### config.mk
export PLATFORM = sky130hd
export DESIGN_NAME = b1_code_gen
export DESIGN_NICKNAME = d
export VERILOG_FILES = /design/src/rtl/b1_pkg.sv /design/src/rtl/b1_gold_lfsr.sv /design/src/rtl/b1_code_gen.sv
export SDC_FILE = /design/constraint.sdc
export NUM_CORES = 1
export LEC_CHECK = 0
export BUFFER_PORTS_ARGS = -buffer_cell sky130_fd_sc_hd__buf_2
export CORE_MARGIN = 3
export CORE_UTILIZATION = 40
export CTS_CLUSTER_DIAMETER = 100
export DETAILED_ROUTE_END_ITERATION = 10
export SLEW_MARGIN = 20
export SYNTH_ARGS = -nofsm -noshare
export SYNTH_HDL_FRONTEND = slang
export SYNTH_SLANG_ARGS = --single-unit
export TNS_END_PERCENT = 50
### constraint.sdc
create_clock -name rx_clk -period 4.2 [get_ports rx_clk]
set_input_delay 0.63 -clock rx_clk [delete_from_list [all_inputs] [get_ports rx_clk]]
set_output_delay 0.63 -clock rx_clk [all_outputs]
set_load 0.01 [all_outputs]
### src/rtl/b1_pkg.sv
`default_nettype none
// ============================================================
// Package : b1_pkg
// Brief   : Shared constants and tap helper for the B1 code generator.
// Rev     : 1.0
// ============================================================
package b1_pkg;

  localparam int unsigned c_code_len  = 2046;
  // Stage k of each LFSR lives in bit k-1; feedback into stage 1.
  localparam logic [10:0] c_lfsr_init = 11'b010_1010_1010;
  localparam logic [10:0] c_g1_mask   = 11'b111_1100_0001;
  localparam logic [10:0] c_g2_mask   = 11'b101_1001_1111;

  // Returns stage t (1..11) of an LFSR; out-of-range selects read as 0.
  function automatic logic f_lfsr_tap(input logic [10:0] r, input logic [3:0] t);
    logic b;
    b = 1'b0;
    for (int k = 1; k <= 11; k++) begin
      if (t == k[3:0]) b = r[k-1];
    end
    return b;
  endfunction

endpackage
`default_nettype wire

### src/rtl/b1_gold_lfsr.sv
`default_nettype none
// ============================================================
// Module  : b1_gold_lfsr
// Brief   : G1/G2 Gold-code pair with truncated period and tap mux.
// Rev     : 1.0
// ============================================================
module b1_gold_lfsr
  import b1_pkg::*;
#(
  parameter int unsigned CODE_LEN = c_code_len
) (
  input  logic        clk,
  input  logic        rst,
  input  logic        i_tick,
  input  logic        i_half,
  input  logic [3:0]  i_tap1,
  input  logic [3:0]  i_tap2,
  output logic        o_code,
  output logic [10:0] o_chip
);

  localparam logic [10:0] c_last = 11'(CODE_LEN - 1);

  logic [10:0] r_g1;
  logic [10:0] r_g2;
  logic [10:0] r_chip;
  logic [3:0]  r_tap1;
  logic [3:0]  r_tap2;
  logic        r_lock;
  logic        w_adv;
  logic        w_fb1;
  logic        w_fb2;

  assign w_adv = i_tick & i_half;
  assign w_fb1 = ^(r_g1 & c_g1_mask);
  assign w_fb2 = ^(r_g2 & c_g2_mask);

  // Taps follow the inputs until the first tick, then only move at chip boundaries.
  always_ff @(posedge clk or posedge rst) begin
    if (rst) begin
      r_g1   <= c_lfsr_init;
      r_g2   <= c_lfsr_init;
      r_chip <= 11'd0;
      r_tap1 <= 4'd0;
      r_tap2 <= 4'd0;
      r_lock <= 1'b0;
    end else begin
      if (!r_lock || w_adv) begin
        r_tap1 <= i_tap1;
        r_tap2 <= i_tap2;
      end
      if (i_tick) r_lock <= 1'b1;
      if (w_adv) begin
        if (r_chip == c_last) begin
          r_g1   <= c_lfsr_init;
          r_g2   <= c_lfsr_init;
          r_chip <= 11'd0;
        end else begin
          r_g1   <= {r_g1[9:0], w_fb1};
          r_g2   <= {r_g2[9:0], w_fb2};
          r_chip <= r_chip + 11'd1;
        end
      end
    end
  end

  assign o_code = r_g1[10] ^ f_lfsr_tap(r_g2, r_tap1) ^ f_lfsr_tap(r_g2, r_tap2);
  assign o_chip = r_chip;

endmodule
`default_nettype wire

### src/rtl/b1_code_gen.sv
`default_nettype none
// ============================================================
// Module  : b1_code_gen
// Brief   : NCO-driven B1 replica generator, E/P/L at half-chip spacing.
//           Define B1_BOC_SUBCARRIER_EN for BOC(1,1) replicas, else BPSK.
// Rev     : 1.0
// ============================================================
module b1_code_gen
  import b1_pkg::*;
#(
  parameter int unsigned CODE_LEN = c_code_len,
  parameter int unsigned NCO_W    = 32
) (
  input  logic             rx_clk,
  input  logic             rx_rst,
  input  logic             rx_en,
  input  logic [NCO_W-1:0] rx_prn_fcw,
  input  logic [3:0]       rx_g2_tap1,
  input  logic [3:0]       rx_g2_tap2,
  output logic             tx_loc_bocE,
  output logic             tx_loc_bocP,
  output logic             tx_loc_bocL,
  output logic             tx_prn_sop,
  output logic [10:0]      tx_chip_idx
);

  logic [NCO_W-1:0] r_acc;
  logic             r_half;
  logic             r_e;
  logic             r_p;
  logic             r_l;
  logic [10:0]      r_e_idx;
  logic [10:0]      r_p_idx;
  logic             r_e_half;
  logic             r_e_vld;
  logic             r_sop;
  logic [NCO_W:0]   w_sum;
  logic             w_tick;
  logic             w_code;
  logic             w_early;
  logic [10:0]      w_chip;

  assign w_sum  = {1'b0, r_acc} + {1'b0, rx_prn_fcw};
  assign w_tick = rx_en & w_sum[NCO_W];

`ifdef B1_BOC_SUBCARRIER_EN
  assign w_early = w_code ^ r_half;
`else
  assign w_early = w_code;
`endif

  b1_gold_lfsr #(
    .CODE_LEN (CODE_LEN)
  ) u_lfsr (
    .clk    (rx_clk),
    .rst    (rx_rst),
    .i_tick (w_tick),
    .i_half (r_half),
    .i_tap1 (rx_g2_tap1),
    .i_tap2 (rx_g2_tap2),
    .o_code (w_code),
    .o_chip (w_chip)
  );

  // Early carries its own (chip, half) tag so Prompt's index and the
  // start-of-period strobe line up with the sample actually in Prompt.
  always_ff @(posedge rx_clk or posedge rx_rst) begin
    if (rx_rst) begin
      r_acc    <= '0;
      r_half   <= 1'b0;
      r_e      <= 1'b0;
      r_p      <= 1'b0;
      r_l      <= 1'b0;
      r_e_idx  <= 11'd0;
      r_p_idx  <= 11'd0;
      r_e_half <= 1'b0;
      r_e_vld  <= 1'b0;
      r_sop    <= 1'b0;
    end else begin
      if (rx_en) r_acc <= w_sum[NCO_W-1:0];
      r_sop <= w_tick & r_e_vld & (r_e_idx == 11'd0) & ~r_e_half;
      if (w_tick) begin
        r_e      <= w_early;
        r_p      <= r_e;
        r_l      <= r_p;
        r_e_idx  <= w_chip;
        r_p_idx  <= r_e_idx;
        r_e_half <= r_half;
        r_e_vld  <= 1'b1;
        r_half   <= ~r_half;
      end
    end
  end

  assign tx_loc_bocE = r_e;
  assign tx_loc_bocP = r_p;
  assign tx_loc_bocL = r_l;
  assign tx_prn_sop  = r_sop;
  assign tx_chip_idx = r_p_idx;

endmodule
`default_nettype wire

==> results of run 1 <==
-- Yosys cell counts, types with 5 or more instances --
cell,instances
a211oi_1,8
a21o_1,15
a21oi_1,31
and3_1,8
clkbuf_1,8
dfrtp_1,92
dfstp_2,10
ha_1,34
inv_1,20
mux2_2,50
mux2_4,6
nand2_1,56
nand2b_1,5
nand3_1,15
nand4_1,7
nor2_1,42
nor3_1,8
o211ai_1,5
o21a_1,5
o21ai_0,53
o21ai_1,5
o22ai_1,5
o31ai_1,6
xnor2_1,22
xor2_1,11
-- per-layer routing --
metal	part of all wire [%]	GRT usage, %	routed length (um)
met1	45	19.8	5910
met2	51	28.2	6640
met3	3.2	4.25	414
met4	0.83	3.91	108
met5	0.099	0	13
-- worst max path at each step --
stage	end	slack [ns]	cells after the start
finish	tx_chip_idx[3]$_DFFE_PP0N_	0.97	11
CTS	tx_chip_idx[3]$_DFFE_PP0N_	0.94	11
global route	tx_chip_idx[3]$_DFFE_PP0N_	0.76	11
detailed placement	tx_chip_idx[3]$_DFFE_PP0N_	0.60	12
global placement	tx_chip_idx[9]$_DFFE_PP0N_	0.67	12
floorplan	r_acc[0]$_DFFE_PP0P_	0.91	1
-- power by group --
part,switching (mW),leakage [nW],internal [mW],total [mW]
Clock,0.388,0.144,0.441,0.829
Sequential,0.211,1.27,1.26,1.47
Combinational,1.11,1.64,1.01,2.13
Total,1.71,3.06,2.72,4.43
-- flip-flops by register name, indices dropped and copies added (netlist names) --
| name | flops |
|---|---|
| tx_prn_sop | 1 |
| u_lfsr.r_tap1 | 4 |
| r_half | 1 |
| tx_loc_bocE | 1 |
| r_e_idx | 11 |
| r_acc | 32 |
| tx_loc_bocP | 1 |
| tx_loc_bocL | 1 |
| u_lfsr.r_tap2 | 4 |
| u_lfsr.r_lock | 1 |
| u_lfsr.r_g2 | 11 |
| u_lfsr.r_g1 | 11 |
| u_lfsr.o_chip | 11 |
| r_e_half | 1 |
| tx_chip_idx | 11 |
-- final cells by class --
| class | instances | area, um2 |
|---|---|---|
| fill | 1405 | 7920 |
| multi-input combinational | 457 | 3330 |
| sequential | 102 | 2560 |
| timing repair buffer | 62 | 343 |
| clock buffer | 11 | 253 |
| tap | 184 | 230 |
| inverter | 20 | 77.6 |
| clock inverter | 5 | 41.3 |
-- worst max-delay path, cell delays in order (launching register included) --
cell and delay, ns:
dfrtp_1 0.38, ha_1 0.22, fa_1 0.44, a211oi_2 0.26, o21ai_1 0.20, nand4_1 0.16
a31oi_4 0.12, o41ai_4 0.32, a21boi_2 0.11, o21ai_2 0.12, buf_4 0.38, mux2_2 0.39
-- kinds of logic (layout without fill, tap and decap cells) --
family | Yosys count | after routing | share of synthesized area, %
AOI/OAI and AO/OA | 173 | 173 | 19.3
and+or+nand+nor | 157 | 157 | 12.0
DFF | 102 | 102 | 42.0
muxes | 59 | 59 | 11.2
buffers and inverters | 43 | 98 | 3.46
adders and majority gates | 35 | 35 | 7.30
xor gates and xnor gates | 33 | 33 | 4.74
==> results.sh, run 1 <==
export IMPL_syn_to_final_growth_pct=12.0
export IMPL_hp_class="input port to async pin"
export IMPL_postCtsSetupRepairBufs=0
export IMPL_cts_resized_gates=0
export IMPL_detail_route_wl_per_cell_um=15.6
export IMPL_fin_crit_ns=3.23
export IMPL_numCtsBuffers=9
export IMPL_power_mw=4.43
export IMPL_final_area_um2=6840
export IMPL_r2r_end="tx_chip_idx[3]$_DFFE_PP0N_"
export IMPL_end_kind="flip-flop"
export IMPL_clock_latency_ns=0.35
export IMPL_synth_top_flop_cell="dfrtp_1"
export IMPL_syn_area_per_cell_um2=10.1
export IMPL_setup_viol=0
export IMPL_grt_pass1_wl_um=21800
export IMPL_grt_max_degree=79
export IMPL_outcome="completed"
export IMPL_initial_utilization_pct=41.4
export IMPL_cts_hold_buf=0
export IMPL_async_flop_share_pct=100
export IMPL_critPathKind="flip-flop to flip-flop"
export IMPL_synth_area_leaders="dfrtp_1 38%, mux2_2 9.2%, ha_1 7.0%"
export IMPL_rsz0062_at_grt="false"
export IMPL_cts_sinks=102
export IMPL_critPathRequiredTime_ns=4.43
export IMPL_synth_edf_count=0
export IMPL_ios=58
export IMPL_insertedDiodeCount=0
export IMPL_leakagePower_nw=3.06
export IMPL_syn_nets=680
export IMPL_gr_usage_all_layers_pct=16.1
export IMPL_dp_hpwl_um=9460
export IMPL_nets=730
export IMPL_whs_ns=0.288
export IMPL_skew_ns=0.00812
export IMPL_gp_congestion=0.826
export IMPL_yosys_warnings=0
export IMPL_clk_pin_slew_worst_paths_ns=0.07
export IMPL_yosysTopAreaCell="dfrtp_1"
export IMPL_grt_ovfl_total=0
export IMPL_dr_pass1_iters=4
export IMPL_ys_seq_area_share_pct=42.0
export IMPL_cellPowerDensity_nw_per_um2=648
export IMPL_r2r_start="r_acc[0]$_DFFE_PP0P_"
export IMPL_drc=0
export IMPL_finalCoreUtilization_pct=46.3
export IMPL_worst_slack_ns=0.970
export IMPL_drv_slew=0
export IMPL_max_freq_mhz=310
export IMPL_startpoint="r_acc[0]$_DFFE_PP0P_"
export IMPL_wl_um=13100
export IMPL_relSlewSlack_pct=44.8
export IMPL_synth_distinct_cells=69
export IMPL_drtIter0Drc=244
export IMPL_via_per_inst=5.47
export IMPL_port_buffers=57
export IMPL_die_h_um=130
export IMPL_place_area_um2=6520
export IMPL_antenna_found_initial=1
export IMPL_layout_commonest_cell="dfrtp_1"
export IMPL_hold_violations=0
export IMPL_worstRegToRegCells=11
export IMPL_core_area_um2=14800
export IMPL_clockRootBuffer="clkbuf_16"
export IMPL_drive_gt1_share_pct=24.4
export IMPL_cts_tree="yes"
export IMPL_peakVddDrop_mv=0.265
export IMPL_vias=4597
export IMPL_yosysTopAreaCellShare_pct=37.7
export IMPL_postSynthCellCount=602
export IMPL_worstMarginPinSlew_ns=0.829
export IMPL_post_route_period_util_pct=76.9
export IMPL_tns_ns=0
export IMPL_drv_cap=0
export IMPL_dieArea_um2=16800
export IMPL_synth_seq_cells=102
export IMPL_h_tree_depth=3
export IMPL_clockBufferDepth=2
export IMPL_worstPathMaxFanout=29
export IMPL_startpoint_type="flip-flop"
export IMPL_row_count=44
export IMPL_synth_cell_area_um2=6100
export IMPL_die_x_um=130
export IMPL_dp_cells=824
export IMPL_layout_common_cells="92 x dfrtp_1, 57 x buf_2, 56 x nand2_1"
export IMPL_cp_arrival_ns=3.46
export IMPL_grt_pass1_vias=4566
export IMPL_post_place_ws_ns=0.597
export IMPL_drtAntennaViolNets=0
export IMPL_final_cell_count_no_fill=841
export IMPL_rrSetupSlack_ns=0.97
No activity file was read; power rests on OpenSTA's default activity.
==> inputs of run 2 (changes only) <==
--- a/config.mk
+++ b/config.mk
@@ -5,6 +5,7 @@
 export SDC_FILE = /design/constraint.sdc
 export NUM_CORES = 1
 export LEC_CHECK = 0
+export ABC_AREA = 1
 export BUFFER_PORTS_ARGS = -buffer_cell sky130_fd_sc_hd__buf_2
 export CORE_MARGIN = 3
 export CORE_UTILIZATION = 40
==> constraint.sdc (replaced) <==
create_clock -name rx_clk -period 2.9 [get_ports rx_clk]
set_input_delay 0.435 -clock rx_clk [delete_from_list [all_inputs] [get_ports rx_clk]]
set_output_delay 0.435 -clock rx_clk [all_outputs]
set_load 0.01 [all_outputs]
==> run 2 against run 1 <==
Effect of this change:
- maximum frequency grew 34%
- routed wire length grew 23%
- critical path type unchanged
- first-iteration DRC count grew 84%
- largest power group unchanged
- flip-flop and latch count is the same
- setup slack lost 0.49 ns
- synthesized area grew 12%
- die area grew 12%
- hold slack lost 0.061 ns
- combinational power grew 67%
- clock skew grew 0.0032 ns
- design area grew 12%
- critical path depth grew 2
==> results.sh, run 2 <==
export IMPL_outcome="completed"
export IMPL_critPathKind="flip-flop to flip-flop"
export IMPL_port_buffers=57
export IMPL_post_route_period_util_pct=83.4
export IMPL_hp_class="input port to async pin"
export IMPL_dieArea_um2=18700
export IMPL_yosysTopAreaCell="dfrtp_1"
export IMPL_synth_seq_cells=102
export IMPL_dp_cells=1239
export IMPL_grt_max_degree=62
export IMPL_via_per_inst=4.75
export IMPL_drtAntennaViolNets=0
export IMPL_dr_pass1_iters=6
export IMPL_cp_arrival_ns=2.65
export IMPL_skew_ns=0.0113
export IMPL_critPathSlowestCell="fa_1"
export IMPL_startpoint_type="flip-flop"
export IMPL_syn_to_final_growth_pct=12.1
export IMPL_cts_resized_gates=0
export IMPL_h_tree_depth=3
export IMPL_cts_tree="yes"
export IMPL_cp_cell_sequence="ha_1, fa_1, nand3_1, nand3_2, nand2_1, nand2_2, nand2_1, nand2_2, nand2_1, nand2_4, nand3_4, buf_12, o21ai_0"
export IMPL_numCtsBuffers=9
export IMPL_critPathMaxStageDelay_ns=0.42
export IMPL_max_freq_mhz=414
export IMPL_clk_pin_slew_worst_paths_ns=0.08
export IMPL_cts_hold_buf=0
export IMPL_insertedDiodeCount=0
export IMPL_worstPathMaxFanout=41
export IMPL_cts_sinks=102
export IMPL_ys_seq_area_share_pct=37.4
export IMPL_hold_violations=0
export IMPL_postSynthCellCount=976
export IMPL_clockBufferDepth=2
export IMPL_die_h_um=137
export IMPL_worst_slack_ns=0.483
export IMPL_ios=58
export IMPL_end_kind="flip-flop"
export IMPL_cellPowerDensity_nw_per_um2=903
export IMPL_synth_common_cells="409 x nand2_1, 107 x inv_1, 92 x dfrtp_1, 50 x nand3_1, 43 x o21ai_0"
export IMPL_r2r_end="u_lfsr.o_chip[2]$_DFFE_PP0P_"
export IMPL_grt_ovfl_total=0
export IMPL_async_flop_share_pct=100
export IMPL_cp_common_cell="nand2_1"
export IMPL_finalCoreUtilization_pct=46.0
export IMPL_synth_most_common_cell="nand2_1"
export IMPL_drtIter0Drc=448
export IMPL_synth_top_flop_cell="dfrtp_1"
export IMPL_rsz0062_at_grt="false"
export IMPL_fill_cells=1729
export IMPL_relSlewSlack_pct=45.1
export IMPL_synth_edf_count=0
export IMPL_syn_area_per_cell_um2=7.02
export IMPL_synth_distinct_cells=42
export IMPL_rrSetupSlack_ns=0.48
export IMPL_layout_commonest_cell="nand2_1"
export IMPL_peakVddDrop_mv=0.371
export IMPL_gr_usage_all_layers_pct=17.8
export IMPL_largest_reg_flops=32
export IMPL_postCtsSetupRepairBufs=0
export IMPL_setup_viol=0
export IMPL_dp_hpwl_um=12200
export IMPL_regMostFlops="r_acc"
export IMPL_yosys_warnings=0
export IMPL_final_cell_count_no_fill=1255
export IMPL_core_area_um2=16700
export IMPL_nets=1108
export IMPL_wl_um=16200
export IMPL_row_count=47
export IMPL_worstMarginPinSlew_ns=0.823
export IMPL_clockRootBuffer="clkbuf_16"
export IMPL_leakagePower_nw=4.08
export IMPL_drv_slew=0
export IMPL_initial_utilization_pct=41.0
export IMPL_crit_buf_inv=1
export IMPL_grt_pass1_wl_um=26800
export IMPL_crit_family="simple AND/OR/NAND/NOR gates"
export IMPL_fin_crit_ns=2.42
export IMPL_post_place_ws_ns=0.298
export IMPL_drv_cap=0
export IMPL_critPathRequiredTime_ns=3.13
export IMPL_syn_nets=1054
export IMPL_startpoint="r_acc[0]$_DFFE_PP0P_"
export IMPL_detail_route_wl_per_cell_um=12.9
export IMPL_grt_pass1_vias=5394
export IMPL_synth_area_leaders="dfrtp_1 34%, nand2_1 22%, ha_1 6.2%"
export IMPL_yosysTopAreaCellShare_pct=33.6
export IMPL_gp_congestion=0.904
export IMPL_die_x_um=137
export IMPL_whs_ns=0.226
export IMPL_drive_gt1_share_pct=12.3
export IMPL_layout_common_cells="409 x nand2_1, 106 x inv_1, 92 x dfrtp_1"
export IMPL_drc=0
export IMPL_antenna_found_initial=0
export IMPL_vias=5957
export IMPL_tns_ns=0
export IMPL_worstRegToRegCells=13
export IMPL_clock_latency_ns=0.36
export IMPL_synth_cell_area_um2=6850
export IMPL_r2r_start="r_acc[0]$_DFFE_PP0P_"
-- run 2: cell count changes in the layout (fill, tap and decap cells not counted), moves of 9 or more --
cell | previous run | this run
nand2_1 | 56 | 409
nand3_2 | 0 | 9
inv_1 | 19 | 106
nand3_1 | 15 | 50
o21ai_0 | 53 | 43
a21o_1 | 15 | 2
mux2_2 | 50 | 0
-- run 2: logic make-up after synthesis --
logic type / synth area share [%]
adders and majority gates: 6.50
xor gates and xnor gates: 3.96
and+or+nand+nor: 34.4
DFF: 37.4
buffers and inverters: 8.49
AOI/OAI and AO/OA: 9.17
-- run 2: layout make-up --
class,instances,area (um2),area share (%)
inverters,115,435,5.67
clock buffers,9,225,2.93
clock inverters,7,93.8,1.22
multi-input cells,736,3700,48.3
flip-flops and latches,102,2560,33.4
repair buffers,66,378,4.92
well taps,220,275,3.59
-- run 2: where the power goes --
part | internal, mW | switching, mW
clock | 0.621 | 0.629
sequential | 1.81 | 0.323
combinational | 1.32 | 2.23
-- run 2: worst max-delay path by stage --
stage,end,slack [ns],cells after the start
global route,u_lfsr.o_chip[0]$_DFFE_PP0P_,0.25,14
detailed placement,u_lfsr.o_chip[2]$_DFFE_PP0P_,0.30,14
finish,u_lfsr.o_chip[2]$_DFFE_PP0P_,0.48,13
floorplan,u_lfsr.r_tap1[0]$_DFFE_PP0P_,0.66,15
global placement,u_lfsr.r_tap2[0]$_DFFE_PP0P_,0.35,15
CTS,u_lfsr.o_chip[2]$_DFFE_PP0P_,0.46,13
-- run 2: per-stage QoR --
step,total power [mW],area [um2]
floorplan,4.90,6860
global placement,5.68,7360
detailed placement,5.71,7360
CTS,7.01,7680
global route,7.62,7680
finish,6.93,7680
-- run 2: per-layer routing --
layer,global-route usage [%],share of wire [%],wire length [um],vias up
met4,4.49,1.0,169,0
met2,26.6,43,6910,97
met1,27.3,53,8500,2633
li1,-,-,-,3218
met5,0,0,0,-
met3,2.17,3.6,577,9
-- run 2: worst register-to-register path, stage by stage, from the launching register on --
cell	delay [ns]
dfrtp_1	0.38
ha_1	0.22
fa_1	0.42
nand3_1	0.10
nand3_2	0.10
nand2_1	0.09
nand2_2	0.10
nand2_1	0.09
nand2_2	0.07
nand2_1	0.11
nand2_4	0.11
nand3_4	0.16
buf_12	0.23
o21ai_0	0.12
